==> src/rtl/regfile_wb.sv <==
// Writeback-side GPR file: one-cycle pending-write stage in front of the array,
// two combinational read ports that bypass both the live request and the pending write.
module regfile_wb #(
  parameter int DATA_W = 32,
  parameter int ADDR_W = 5,
  parameter int NREG   = 32
) (
  input  logic              clk,
  input  logic              rst,
  input  logic [ADDR_W-1:0] rs1,
  input  logic [ADDR_W-1:0] rs2,
  output logic [DATA_W-1:0] busA,
  output logic [DATA_W-1:0] busB,
  input  logic              wbEn,
  input  logic [ADDR_W-1:0] wbAddr,
  input  logic [DATA_W-1:0] wbData,
  input  logic              wbFlagEn,
  input  logic              zf,
  input  logic              of,
  input  logic              cf,
  output logic [2:0]        flags,
  output logic              pendValid
);

  logic [DATA_W-1:0] regs [NREG];
  logic [ADDR_W-1:0] pendAddr;
  logic [DATA_W-1:0] pendData;
  logic              wbAccept;

  // r0 and out-of-range destinations never reach the pending stage
  assign wbAccept = wbEn && (wbAddr != '0) && (int'(wbAddr) < NREG);

  always_ff @(posedge clk or posedge rst) begin
    if (rst) begin
      for (int i = 0; i < NREG; i++) regs[i] <= '0;
      pendValid <= 1'b0;
      pendAddr  <= '0;
      pendData  <= '0;
      flags     <= 3'b000;
    end else begin
      if (pendValid) regs[pendAddr] <= pendData;
      pendValid <= wbAccept;
      if (wbAccept) begin
        pendAddr <= wbAddr;
        pendData <= wbData;
      end
      if (wbFlagEn) flags <= {cf, of, zf};
    end
  end

  // Newest data wins: live request, then pending write, then the array
  always_comb begin
    busA = '0;
    if ((rs1 != '0) && (int'(rs1) < NREG)) begin
      if (wbEn && (wbAddr == rs1))              busA = wbData;
      else if (pendValid && (pendAddr == rs1))  busA = pendData;
      else                                      busA = regs[rs1];
    end
  end

  always_comb begin
    busB = '0;
    if ((rs2 != '0) && (int'(rs2) < NREG)) begin
      if (wbEn && (wbAddr == rs2))              busB = wbData;
      else if (pendValid && (pendAddr == rs2))  busB = pendData;
      else                                      busB = regs[rs2];
    end
  end

endmodule

==> config.mk <==
export PLATFORM = sky130hd
export DESIGN_NAME = regfile_wb
export DESIGN_NICKNAME = d
export VERILOG_FILES = /design/src/rtl/regfile_wb.sv
export SDC_FILE = /design/constraint.sdc
export NUM_CORES = 2
export LEC_CHECK = 0
export CELL_PAD_IN_SITES_DETAIL_PLACEMENT = 0
export CELL_PAD_IN_SITES_GLOBAL_PLACEMENT = 1
export CORE_MARGIN = 4
export CORE_UTILIZATION = 51
export CTS_BUF_LIST = sky130_fd_sc_hd__clkbuf_2 sky130_fd_sc_hd__clkbuf_4 sky130_fd_sc_hd__clkbuf_8
export DETAILED_ROUTE_END_ITERATION = 8
export DONT_BUFFER_PORTS = 1
export PLACE_DENSITY_LB_ADDON = 0.1
export SETUP_SLACK_MARGIN = 0.2
export SYNTH_ARGS = -nofsm -noshare
export SYNTH_HDL_FRONTEND = slang
export SYNTH_SLANG_ARGS = --single-unit
==> constraint.sdc <==
create_clock -name clk -period 34.2 [get_ports clk]
set_input_delay 3.42 -clock clk [delete_from_list [all_inputs] [get_ports clk]]
set_output_delay 3.42 -clock clk [all_outputs]
set_load 0.01 [all_outputs]
# ---- Word-level counts from Yosys, hierarchy flattened
# Cells that the tools add are included.
dict set report classes {
  order_cmp 4
  mux 15
  n_reduce_logical 9
  bitwise 3
  n_shift 0
  div 0
  mul 0
  n_eq_ne 4
  add_sub_neg 0
}
# cell count
set op_table {}
lappend op_table {{$bwmux W1024} 1}
lappend op_table {{$mux W32} 11}
lappend op_table {{$bmux W32 S5} 2}
lappend op_table {{$demux W32 S5} 1}
lappend op_table {{$eq A5 B5 Y1} 4}
lappend op_table {{$ge A6 B6 Y1 const B} 3}
lappend op_table {{$not A5 Y6} 3}
lappend op_table {{$reduce_bool A5 Y1} 3}
lappend op_table {{$logic_and A1 B1 Y1} 6}
lappend op_table {{$lt A6 B1 Y1 const B} 1}
dict set report word_totals {
  inputBits 54
  n_memories 0
  out_inout_bits 68
  ramBits 0
  ff_bits 1065
  rom_bits 0
  latchBits 0
  wordCells 71
}

# ---- Logic depth before layout (Yosys ltp)
dict set report depth {
  depth_word 7
  mapped_depth 11
  mapped_depth_nobuf 5
}

# ---- Worst setup path before layout
# No wires, ideal clock.
dict set report synth_path {
  kind {input-to-output}
  from {in rs2[1]}
  to {out busB[12]}
  path_buffers 4
  t_arrival_ns 5.291
  setup_slack_ns 25.490
  required_ns 30.780
  path_stages 8
  path_cell_list {buf_4 > buf_4 > buf_4 > clkbuf_1 > mux4_2 > a221oi_1 > nor4_1 > a221o_1}
}
dict set report synth_between {
  elab_chain_len 7
  elab_cells_between_ends 12
  cone_classes {eq/ne: 2; mux: 6; bitwise: 1; reduce/logical: 3}
}
# item line_no
set synth_rtl {}
lappend synth_rtl {{from (decl)} 11} ;# input logic [ADDR_W-1:0] rs2,
lappend synth_rtl {{$not A5 Y6 (not written as such)} 66} ;# else busB = regs[rs2];
lappend synth_rtl {{$bmux W32 S5} 66}
lappend synth_rtl {{$mux W32 (not written as such) (2 in series)} 66}
lappend synth_rtl {{$mux W32} 65} ;# else if (pendValid && (pendAddr == rs2)) busB = pendData;
lappend synth_rtl {{$mux W32} 64} ;# if (wbEn && (wbAddr == rs2)) busB = wbData;
lappend synth_rtl {{$mux W32 (*)} 63} ;# if ((rs2 != '0) && (int'(rs2) < NREG)) begin
lappend synth_rtl {{to (decl)} 13} ;# output logic [DATA_W-1:0] busB,
# Every way passes the cells marked *; elsewhere a longest branch is shown, timed or not. The select of a mux whose other input is x is not followed.

# ---- Worst setup path after layout
dict set report layout_path {
  from {in rs1[2]}
  to {out busA[5]}
}
dict set report layout_between {
  elab_chain_len 7
  elab_cells_between_ends 12
  cone_classes {eq/ne: 2; mux: 6; bitwise: 1; reduce/logical: 3}
}
# item line_no
set layout_rtl {}
lappend layout_rtl {{from (decl)} 10} ;# input logic [ADDR_W-1:0] rs1,
lappend layout_rtl {{$not A5 Y6 (not written as such)} 57} ;# else busA = regs[rs1];
lappend layout_rtl {{$bmux W32 S5} 57}
lappend layout_rtl {{$mux W32 (not written as such) (2 in series)} 57}
lappend layout_rtl {{$mux W32} 56} ;# else if (pendValid && (pendAddr == rs1)) busA = pendData;
lappend layout_rtl {{$mux W32} 55} ;# if (wbEn && (wbAddr == rs1)) busA = wbData;
lappend layout_rtl {{$mux W32 (*)} 54} ;# if ((rs1 != '0) && (int'(rs1) < NREG)) begin
lappend layout_rtl {{to (decl)} 12} ;# output logic [DATA_W-1:0] busA,
# Marked as above.

==> flow_metrics.env <==
export IMPL_setup_viol=0
export IMPL_tns_ns=0
export IMPL_cts_tree="done"
export IMPL_grt_pass1_wl_um=282000
export IMPL_via_per_inst=7.04
export IMPL_fin_crit_ns=10.09
export IMPL_fmax_mhz=99.1
export IMPL_final_cell_mix="1,065 x dfrtp_1, 1,053 x mux2_2, 388 x mux4_2"
export IMPL_cp_start_kind="input port"
export IMPL_cts_root_buf="clkbuf_8"
export IMPL_cts_sinks=1065
export IMPL_synth_main_ff_cell="dfrtp_1"
export IMPL_ys_warn_count=0
export IMPL_hold_class="register to register"
export IMPL_htreeDepth=4
export IMPL_clk_pin_slew_ns=0.05
export IMPL_ant_nets=0
export IMPL_io_pins=122
export IMPL_hold_path_end="regs[186]$_DFFE_PP0P_"
export IMPL_r2r_cells=4
export IMPL_synthesis_area_um2=56900
export IMPL_final_max_slew_viol_count=0
export IMPL_area_growth_syn_to_layout_pct=8.18
export IMPL_synth_seq_cells=1065
export IMPL_overflow=0
export IMPL_detailed_place_hpwl_um=107000
export IMPL_arrival_ns=6.67
export IMPL_die_h_um=342
export IMPL_final_nets=3823
export IMPL_mostFrequentLayoutCell="dfrtp_1"
export IMPL_drtIter0Drc=3921
export IMPL_r2r_slack_ns=31.14
export IMPL_r2r_start="pendValid$_DFF_PP0_"
export IMPL_grt_max_degree=320
export IMPL_use_met1_pct=45.4
export IMPL_start_util_pct=51.4
export IMPL_post_cts_buffers=0
export IMPL_power_leakage_nw=27.2
export IMPL_final_hold_viol_count=0
export IMPL_power_density_nw_per_um2=64.2
export IMPL_rows=122
export IMPL_clock_path_buffers=3
export IMPL_critPathRequiredTime_ns=30.78
export IMPL_min_period_over_period_pct=29.5
export IMPL_clk_insertion_delay_late_ns=0.88
export IMPL_vias=37998
export IMPL_critPathKind="input port to output port"
export IMPL_min_delay_start="regs[186]$_DFFE_PP0P_"
export IMPL_grt_setup_unrepaired="false"
export IMPL_wirelength_um=194000
export IMPL_remaining_drc_errors=0
export IMPL_cp_end_kind="output port"
export IMPL_max_cap_violations=0
export IMPL_dr_pass1_iters=5
export IMPL_tightestPinTransition_ns=1.32
export IMPL_synth_cell_types=50
export IMPL_yosysSeqAreaShare_pct=46.9
export IMPL_cts_buffers=184
export IMPL_final_layout_size_suffix_gt1_share_pct=48.6
export IMPL_synthArstFlopShare_pct=100
export IMPL_portBuffers=0
export IMPL_timing_rr_end="regs[358]$_DFFE_PP0P_"
export IMPL_mappedNetlistNets=3988
export IMPL_use_met3_pct=8.28
export IMPL_post_cts_resize_count=0
export IMPL_syn_mean_instance_area_um2=14.5
export IMPL_gp_congestion=0.846
export IMPL_syn_inst=3934
export IMPL_relSlewSlack_pct=12.1
export IMPL_worst_clock_skew_ns=0.0312
export IMPL_utilization_pct=55.6
export IMPL_ir_worst_vdd_uv=44.1
export IMPL_antenna_found_initial=3
export IMPL_busiest_layer="met2"
export IMPL_die_area_um2=117000
export IMPL_wire_per_inst_um=35.9
export IMPL_grt_pass1_vias=40236
export IMPL_cts_hold_buf=0
export IMPL_die_w_um=342
export IMPL_use_met2_pct=50.9
export IMPL_coreArea_um2=111000
export IMPL_worstPathMaxFanout=33
export IMPL_hold_depth=1
export IMPL_status="finished clean"
export IMPL_synth_edf_count=0
export IMPL_grtUsageTotal_pct=33.1
-- worst max-delay path: stages --
cell and delay [ns]:
nor2_4 0.03, buf_4 0.32, nor4b_1 0.28, o21ba_2 0.27
buf_4 0.46, nand2b_2 0.64, o21ai_0 1.14
-- layer usage --
metal  up-vias  wire length (um)
met5         -                 0
met1     20582             78700
met2      1944             88700
met4         0              8700
met3       451             17600
li1      15021                 -
-- per-stage QoR --
stage,total power [W],instances,worst slack [ns],instance area [um^2],hold slack [ns]
3_5_place_dp,0.00273,5071,24.11,57600,0.509
2_1_floorplan,0.00251,3934,0.801,56900,0.491
6_report,0.00395,5395,24.11,61500,0.523
4_1_cts,0.00396,5391,24.12,61500,0.522
3_3_place_gp,0.00266,5071,24.12,57600,0.499
5_1_grt,0.00412,5394,24.30,61500,0.534
-- registers in the layout (all words and copies together), names as in the netlist --
signal and cells:
pendAddr 5, pendValid 1, regs 1024, pendData 32, flags 3
-- cells by family (layout without fill, tap and decap cells) --
logic type                Yosys count  after routing  share of synthesized area (%)
AOI/OAI and AO/OA                 499            499                           6.91
DFF                              1065           1065                           46.9
and+or+nand+nor                   220            220                           1.77
xor gates and xnor gates           20             20                          0.308
buffers and inverters             435            404                           3.44
other                               0              4                              0
muxes                            1695           1695                           40.7
-- cells in the mapped netlist (3+ instances only) --
master | number | share of area [%]
nand3b_1 | 6 | 0.079
nand2_1 | 136 | 0.90
nand3_1 | 9 | 0.079
o221ai_1 | 124 | 1.9
nor3b_1 | 4 | 0.053
buf_4 | 37 | 0.49
mux2_2 | 1053 | 21
nor2_1 | 18 | 0.12
a221o_1 | 20 | 0.35
a21o_1 | 36 | 0.48
buf_6 | 13 | 0.26
a22oi_1 | 37 | 0.49
a221oi_1 | 25 | 0.39
nor3_1 | 3 | 0.026
a32oi_1 | 43 | 0.66
clkbuf_1 | 255 | 1.7
mux2i_1 | 254 | 4.5
xor2_1 | 8 | 0.12
o21ai_0 | 38 | 0.33
and3_1 | 3 | 0.033
o31ai_1 | 6 | 0.079
xnor2_1 | 12 | 0.18
dfrtp_1 | 1065 | 47
a21oi_1 | 39 | 0.34
a22o_1 | 61 | 0.94
nor4_1 | 21 | 0.23
mux4_2 | 388 | 15
a211oi_1 | 61 | 0.81
buf_2 | 71 | 0.63
buf_1 | 55 | 0.36
-- cell type report --
class	instances	area (um^2)
timing repair buffer	80	601
multi-input combinational	2434	28500
clock buffer	298	3730
sequential	1065	26700
inverter	4	22.5
clock inverter	22	159
antenna	4	10.0
tap	1488	1860
fill	8805	49200
-- how the worst max path moves through the flow --
stage,start,endpoint,depth (start not counted)
final,rs1[2],busA[5],7
after global routing,rs1[2],busA[5],7
after CTS,rs1[2],busA[3],7
after detailed placement,rs1[2],busA[3],7
after global placement,rs1[2],busA[3],7
after floorplan,rst,flags[0]$_DFFE_PP0P_,1
-- power by group --
part | switching (W) | total (W) | leakage [nW] | internal [W]
sequential | 0.000272 | 0.00186 | 13.9 | 0.00159
clock | 0.000530 | 0.00122 | 2.07 | 0.000691
combinational | 0.000329 | 0.000866 | 11.2 | 0.000537
total | 0.00113 | 0.00395 | 27.2 | 0.00282
(Power assumes the default switching activity.)
